### src/rtl/fb_triple_buffer_ctrl_if.sv
// Framebuffer triple-buffer controller bus: capture write side, scan-out read side,
// and RAM-facing address/data outputs. The master drives the i_* signals, and the
// slave (the controller) drives the o_* signals.
interface fb_triple_buffer_ctrl_if #(
  parameter int ADDR_W = 16,
  parameter int DATA_W = 15
);
  logic              i_wr_sof;
  logic              i_wr_eof;
  logic              i_wr_en;
  logic [ADDR_W-1:0] i_wr_addr;
  logic [DATA_W-1:0] i_wr_data;
  logic              i_rd_sof;
  logic [ADDR_W-1:0] i_rd_addr;
  logic              o_ram_we;
  logic [ADDR_W+1:0] o_ram_waddr;
  logic [DATA_W-1:0] o_ram_wdata;
  logic [ADDR_W+1:0] o_ram_raddr;
  logic              o_rd_blank;
  logic              o_fresh;
  logic [1:0]        o_disp_bank;

  modport master (
    output i_wr_sof, i_wr_eof, i_wr_en, i_wr_addr, i_wr_data, i_rd_sof, i_rd_addr,
    input  o_ram_we, o_ram_waddr, o_ram_wdata, o_ram_raddr, o_rd_blank, o_fresh, o_disp_bank
  );

  modport slave (
    input  i_wr_sof, i_wr_eof, i_wr_en, i_wr_addr, i_wr_data, i_rd_sof, i_rd_addr,
    output o_ram_we, o_ram_waddr, o_ram_wdata, o_ram_raddr, o_rd_blank, o_fresh, o_disp_bank
  );
endinterface

### src/rtl/fb_triple_buffer_ctrl.sv
// Triple-buffer scheduler for the shared capture framebuffer RAM.
// Rotates write/ready/display banks on frame boundaries and prefixes the bank
// index onto both RAM addresses. Optional macro FB_STATS_EN adds saturating
// dropped-frame and repeated-frame counters.
module fb_triple_buffer_ctrl #(
  parameter int ADDR_W      = 16,
  parameter int DATA_W      = 15,
  parameter int FRAME_WORDS = 38400
) (
  input  logic                    i_clk,
  input  logic                    i_rst,
  fb_triple_buffer_ctrl_if.slave  bus
`ifdef FB_STATS_EN
  ,
  output logic [15:0]             o_drop_cnt,
  output logic [15:0]             o_rept_cnt
`endif
);

  typedef enum logic {ST_EMPTY, ST_RUN} state_t;

  localparam logic [ADDR_W:0] LP_FRAME = (ADDR_W+1)'(FRAME_WORDS);

  state_t      r_state, w_state_nxt;
  logic [1:0]  r_wbank, r_rbank, r_dbank;
  logic [1:0]  w_wbank_nxt, w_rbank_nxt, w_dbank_nxt;
  logic        r_fresh, w_fresh_nxt;
  logic        r_wr_active, w_wr_active_nxt;
  logic        w_eof_valid;
  logic        w_disp_swap;
  logic [DATA_W-1:0] w_wdata;

  assign w_wdata         = bus.i_wr_data;
  assign bus.o_fresh     = r_fresh;
  assign bus.o_disp_bank = r_dbank;

  // State register: EMPTY until the first frame reaches the display.
  always_ff @(posedge i_clk) begin
    if (i_rst) r_state <= ST_EMPTY;
    else       r_state <= w_state_nxt;
  end

  // Next-state: bank rotation, fresh flag, capture-active tracking.
  always_comb begin
    w_wbank_nxt     = r_wbank;
    w_rbank_nxt     = r_rbank;
    w_dbank_nxt     = r_dbank;
    w_fresh_nxt     = r_fresh;
    w_state_nxt     = r_state;
    w_eof_valid     = bus.i_wr_eof & r_wr_active;
    w_disp_swap     = bus.i_rd_sof & (w_eof_valid | r_fresh);
    // eof clears first, then a coincident sof re-arms for the next frame
    w_wr_active_nxt = bus.i_wr_sof ? 1'b1 : (bus.i_wr_eof ? 1'b0 : r_wr_active);

    if (w_eof_valid && bus.i_rd_sof) begin
      // completed frame bypasses ready and goes straight to display
      w_dbank_nxt = r_wbank;
      w_wbank_nxt = r_rbank;
      w_rbank_nxt = r_dbank;
      w_fresh_nxt = 1'b0;
    end else if (w_eof_valid) begin
      w_wbank_nxt = r_rbank;
      w_rbank_nxt = r_wbank;
      w_fresh_nxt = 1'b1;
    end else if (bus.i_rd_sof && r_fresh) begin
      w_dbank_nxt = r_rbank;
      w_rbank_nxt = r_dbank;
      w_fresh_nxt = 1'b0;
    end

    if (r_state == ST_EMPTY && w_disp_swap) w_state_nxt = ST_RUN;
  end

  // Bank/flag registers and the registered RAM write/read paths.
  always_ff @(posedge i_clk) begin
    if (i_rst) begin
      r_wbank          <= 2'd0;
      r_rbank          <= 2'd1;
      r_dbank          <= 2'd2;
      r_fresh          <= 1'b0;
      r_wr_active      <= 1'b0;
      bus.o_ram_we     <= 1'b0;
      bus.o_ram_waddr  <= '0;
      bus.o_ram_wdata  <= '0;
      bus.o_ram_raddr  <= '0;
      bus.o_rd_blank   <= 1'b1;
    end else begin
      r_wbank          <= w_wbank_nxt;
      r_rbank          <= w_rbank_nxt;
      r_dbank          <= w_dbank_nxt;
      r_fresh          <= w_fresh_nxt;
      r_wr_active      <= w_wr_active_nxt;
      bus.o_ram_we     <= bus.i_wr_en & r_wr_active & ({1'b0, bus.i_wr_addr} < LP_FRAME);
      bus.o_ram_waddr  <= {r_wbank, bus.i_wr_addr};
      bus.o_ram_wdata  <= w_wdata;
      bus.o_ram_raddr  <= {r_dbank, bus.i_rd_addr};
      bus.o_rd_blank   <= (r_state == ST_EMPTY) | ({1'b0, bus.i_rd_addr} >= LP_FRAME);
    end
  end

`ifdef FB_STATS_EN
  // Saturating counters: overwritten undisplayed frames and repeated display frames.
  always_ff @(posedge i_clk) begin
    if (i_rst) begin
      o_drop_cnt <= '0;
      o_rept_cnt <= '0;
    end else begin
      if (w_eof_valid && r_fresh && !bus.i_rd_sof && o_drop_cnt != '1)
        o_drop_cnt <= o_drop_cnt + 16'd1;
      if (bus.i_rd_sof && r_state == ST_RUN && !r_fresh && !w_eof_valid && o_rept_cnt != '1)
        o_rept_cnt <= o_rept_cnt + 16'd1;
    end
  end
`endif

endmodule

### src/flat_wrapper.sv
// flat-port wrapper written by rule: the top's interface ports become plain ports
module fb_triple_buffer_ctrl_flat 
#(
  parameter int ADDR_W      = 16,
  parameter int DATA_W      = 15,
  parameter int FRAME_WORDS = 38400
)
  (i_clk, i_rst, bus_i_wr_sof, bus_i_wr_eof, bus_i_wr_en, bus_i_wr_addr, bus_i_wr_data, bus_i_rd_sof, bus_i_rd_addr, bus_o_ram_we, bus_o_ram_waddr, bus_o_ram_wdata, bus_o_ram_raddr, bus_o_rd_blank, bus_o_fresh, bus_o_disp_bank);
  fb_triple_buffer_ctrl_if #(.ADDR_W(ADDR_W), .DATA_W(DATA_W)) bus_i ();
  input  logic i_clk;
  input  logic i_rst;
  input wire logic [$bits(bus_i.i_wr_sof)-1:0] bus_i_wr_sof;
  input wire logic [$bits(bus_i.i_wr_eof)-1:0] bus_i_wr_eof;
  input wire logic [$bits(bus_i.i_wr_en)-1:0] bus_i_wr_en;
  input wire logic [$bits(bus_i.i_wr_addr)-1:0] bus_i_wr_addr;
  input wire logic [$bits(bus_i.i_wr_data)-1:0] bus_i_wr_data;
  input wire logic [$bits(bus_i.i_rd_sof)-1:0] bus_i_rd_sof;
  input wire logic [$bits(bus_i.i_rd_addr)-1:0] bus_i_rd_addr;
  output wire logic [$bits(bus_i.o_ram_we)-1:0] bus_o_ram_we;
  output wire logic [$bits(bus_i.o_ram_waddr)-1:0] bus_o_ram_waddr;
  output wire logic [$bits(bus_i.o_ram_wdata)-1:0] bus_o_ram_wdata;
  output wire logic [$bits(bus_i.o_ram_raddr)-1:0] bus_o_ram_raddr;
  output wire logic [$bits(bus_i.o_rd_blank)-1:0] bus_o_rd_blank;
  output wire logic [$bits(bus_i.o_fresh)-1:0] bus_o_fresh;
  output wire logic [$bits(bus_i.o_disp_bank)-1:0] bus_o_disp_bank;
  assign bus_i.i_wr_sof = bus_i_wr_sof;
  assign bus_i.i_wr_eof = bus_i_wr_eof;
  assign bus_i.i_wr_en = bus_i_wr_en;
  assign bus_i.i_wr_addr = bus_i_wr_addr;
  assign bus_i.i_wr_data = bus_i_wr_data;
  assign bus_i.i_rd_sof = bus_i_rd_sof;
  assign bus_i.i_rd_addr = bus_i_rd_addr;
  assign bus_o_ram_we = bus_i.o_ram_we;
  assign bus_o_ram_waddr = bus_i.o_ram_waddr;
  assign bus_o_ram_wdata = bus_i.o_ram_wdata;
  assign bus_o_ram_raddr = bus_i.o_ram_raddr;
  assign bus_o_rd_blank = bus_i.o_rd_blank;
  assign bus_o_fresh = bus_i.o_fresh;
  assign bus_o_disp_bank = bus_i.o_disp_bank;
  fb_triple_buffer_ctrl #(.ADDR_W(ADDR_W), .DATA_W(DATA_W), .FRAME_WORDS(FRAME_WORDS)) u_core (.i_clk(i_clk), .i_rst(i_rst), .bus(bus_i));
endmodule
### config.mk
export PLATFORM = sky130hd
export DESIGN_NAME = fb_triple_buffer_ctrl_flat
export DESIGN_NICKNAME = d
export VERILOG_FILES = /design/src/rtl/fb_triple_buffer_ctrl_if.sv /design/src/rtl/fb_triple_buffer_ctrl.sv /design/src/flat_wrapper.sv
export SDC_FILE = /design/constraint.sdc
export NUM_CORES = 1
export LEC_CHECK = 0
export CAP_MARGIN = 20
export CORE_MARGIN = 2
export CORE_UTILIZATION = 39
export CTS_CLUSTER_DIAMETER = 50
export DETAILED_ROUTE_END_ITERATION = 6
export GPL_ROUTABILITY_DRIVEN = 0
export MAX_ROUTING_LAYER = met4
export PLACE_DENSITY = 0.83
export REMOVE_ABC_BUFFERS = 1
export SLEW_MARGIN = 5
export SYNTH_ARGS = -nofsm -noshare
export SYNTH_HDL_FRONTEND = slang
export SYNTH_SLANG_ARGS = --single-unit
### constraint.sdc
create_clock -name i_clk -period 1.8 [get_ports i_clk]
set_input_delay 0.36 -clock i_clk [delete_from_list [all_inputs] [get_ports i_clk]]
set_output_delay 0.36 -clock i_clk [all_outputs]
set_load 0.005 [all_outputs]
==> flow_metrics.py <==
metrics = {
    "place": {
        "dp_hpwl_um": 3045,
        "io_buffer_count": 108,
    },
    "cells_and_area": {
        "n_antenna_cell": 0,
        "final_cell_mix": "clkdlybuf4s50_1 (107), dfxtp_1 (61), nor2b_1 (50), clkbuf_8 (11), nand2_1 (8)",
        "finish.utilization_pct": 67.81,
        "fin_nets": 331,
        "drive_gt1_share_pct": 6.383,
        "layout_commonest_cell": "clkdlybuf4s50_1",
        "syn2layout_area_growth_pct": 70.10,
    },
    "sta": {
        "worst_pin_slew_ns": 0.3531,
        "fin_crit_sh_pct": 90.22,
        "timing.fmax_ghz": 0.6158,
        "setup_violations": 0,
        "finalClockSkew_ns": 0.005222,
        "finalCriticalPeriod_ns": 1.624,
        "hold_viol": 0,
        "rsz0062_at_grt": "false",
        "slew_headroom_pct": 76.39,
        "final_max_slew_viol_count": 0,
        "fin_tns_setup_ns": 0,
    },
    "global_routing": {
        "overflow": 0,
        "antenna_found_initial": 0,
        "grt_max_degree": 36,
        "grt_pass1_vias": 1373,
        "grt_pass1_wl_um": 6306,
        "grt.total_usage_pct": 16.09,
    },
    "power": {
        "power.leakage_nw": 1.215,
        "ir_drop_mv": 0.7188,
        "p_total_w": 0.002837,
        "powerDensity_nw_per_um2": 903.7,
    },
    "floorplan": {
        "die_area_sq_um": 5298,
        "die_height_um": 72.79,
        "io_pins": 109,
        "core_area_sq_um": 4629,
        "start_util_pct": 39.86,
        "fp-row-count": 25,
        "die_x_um": 72.79,
    },
    "worst_setup_path": {
        "crit_path_end_kind": "primary output",
        "worstPathCellList": "clkdlybuf4s50_1",
        "cp-start-kind": "register",
        "slowest_stage": "clkdlybuf4s50_1",
        "cp_max_fo": 8,
        "critical-path-top-delay-family": "buffers and inverters",
        "crit_type": "reg2out",
        "cp_data_arrival_time_ns": 1.26,
        "required_ns": 1.44,
        "crit_buf_inv": 1,
        "critPathMaxStageDelay_ns": 0.53,
    },
    "yosys": {
        "synth_area_sq_um": 1846,
        "seq_area_frac_synth_pct": 67.25,
        "synth_top_area_share_pct": 67.25,
        "ys_ff_latch": 62,
        "ys_types": 25,
        "ys.warnings.count": 0,
        "synth_top_area_cell": "dfxtp_1",
        "avgSynthCellArea_sq_um": 11.25,
        "synth_area_leaders": "dfxtp_1 (67%), nor2b_1 (17%), a21oi_1 (1.6%)",
        "synth_cells": 164,
    },
    "worst_hold_path": {
        "hp-class": "in2reg",
    },
    "flow_run": {
        "maxCapViolations": 0,
    },
    "drt": {
        "drt-total-wl_um": 4086,
        "vias": 1498,
        "wl_per_cell_um": 12.16,
        "drt_iter0_drc": 66,
        "ant_nets": 0,
        "drc": 0,
        "vias_per_cell": 4.458,
        "firstDrtPassIters": 4,
    },
    "clock_network": {
        "root_buffer": "clkbuf_8",
        "post-cts-setup-buffer-count": 0,
        "htree_levels": 3,
        "insertion_delay_ns": 0.32,
        "cts_tree": "built",
        "clockBufferDepth": 2,
        "cts.clk_slew.worst_paths_ns": 0.06,
        "clkSinkCount": 62,
        "cts_made_buffers": 9,
    },
    "status": {
        "status": "finished, final reports clean",
    },
}
==> timing repair <==
| item | in CTS | in global routing |
|---|---|---|
| hold endpoints to repair | 0 | 0 |
| setup endpoints to repair | 0 | 1 |
| resized for setup | 0 | 1 |
| hold buffers | 0 | 0 |
==> power by group <==
group	switching [W]	internal [W]
registers	0.0000246	0.00144
clock network	0.000461	0.000567
logic	0.0000993	0.000243
total	0.000584	0.00225
==> sequential cells by signal, indices dropped and copies added, names as in the netlist <==
name	flops
u_core.bus.o_ram_wdata	15
u_core.bus.o_rd_blank	1
u_core.bus.o_disp_bank	2
u_core.bus.o_fresh	1
u_core.bus.o_ram_raddr	18
u_core.r_state	1
u_core.r_wbank	2
u_core.r_rbank	2
u_core.bus.o_ram_waddr	18
u_core.r_wr_active	1
u_core.bus.o_ram_we	1
==> kinds of logic after synthesis <==
family | share of synthesized area [%]
AOI/OAI and AO/OA | 7.391
buffers and inverters | 3.050
DFF | 67.25
and+or+nand+nor | 22.31
==> metal layers <==
metal | part of all wire, % | wire (um) | GRT usage (%) | up-vias
li1 | - | - | - | 752
met1 | 39 | 1588 | 17.22 | 673
met2 | 52 | 2114 | 26.26 | 65
met3 | 7.7 | 313 | 6.768 | 8
met4 | 1.7 | 68 | 6.584 | 0
met5 | 0 | 0 | - | -
==> final cells by class <==
type                       instances  area [sq um]
clock buffer                      14         162.7
multi-input combinational         90         548.0
timing repair buffer             111          1099
inverter                           4         15.01
tap                               54         67.56
sequential                        62          1242
fill                             373          1490
clock inverter                     1         5.005
==> worst paths after layout <==
kind,from,end,slack (ns),cells past startpoint
worst max-delay path,u_core.bus.o_fresh,bus_o_fresh,0.18,1
worst min-delay path,i_rst,u_core.bus.o_ram_waddr[16],0.26,2
worst max register to register,u_core.r_wr_active,u_core.bus.o_disp_bank[1],0.59,3
worst min register to register,u_core.r_state,u_core.bus.o_rd_blank,0.41,1
==> stage by stage <==
stage | setup slack [ns] | cell area (sq um) | hold WS, ns | cells
2_1_floorplan | 0.6302 | 1804 | 0.3769 | 156
3_3_place_gp | 0.1463 | 2970 | 0.3978 | 321
3_5_place_dp | 0.1039 | 2970 | 0.4043 | 321
4_1_cts | 0.04138 | 3138 | 0.2540 | 336
5_1_grt | 0.1193 | 3139 | 0.2503 | 336
6_report | 0.1760 | 3139 | 0.2632 | 336
==> synth_stat cells (all sizes together) <==
| library cell | count |
|---|---|
| dfxtp | 62 |
| nor2b | 50 |
| nand2 | 8 |
| a21oi | 6 |
| nor2 | 5 |
| o21ai | 5 |
| buf | 4 |
| clkbuf | 4 |
| inv | 4 |
| nand3 | 2 |
| nand3b | 2 |
| o2111ai | 2 |
| a2111oi | 1 |
| a21o | 1 |
| a221o | 1 |
| a221oi | 1 |
| a31oi | 1 |
| and2 | 1 |
| nand4 | 1 |
| nor3 | 1 |
| nor3b | 1 |
| o211a | 1 |
No activity file was read; power rests on OpenSTA's default activity.
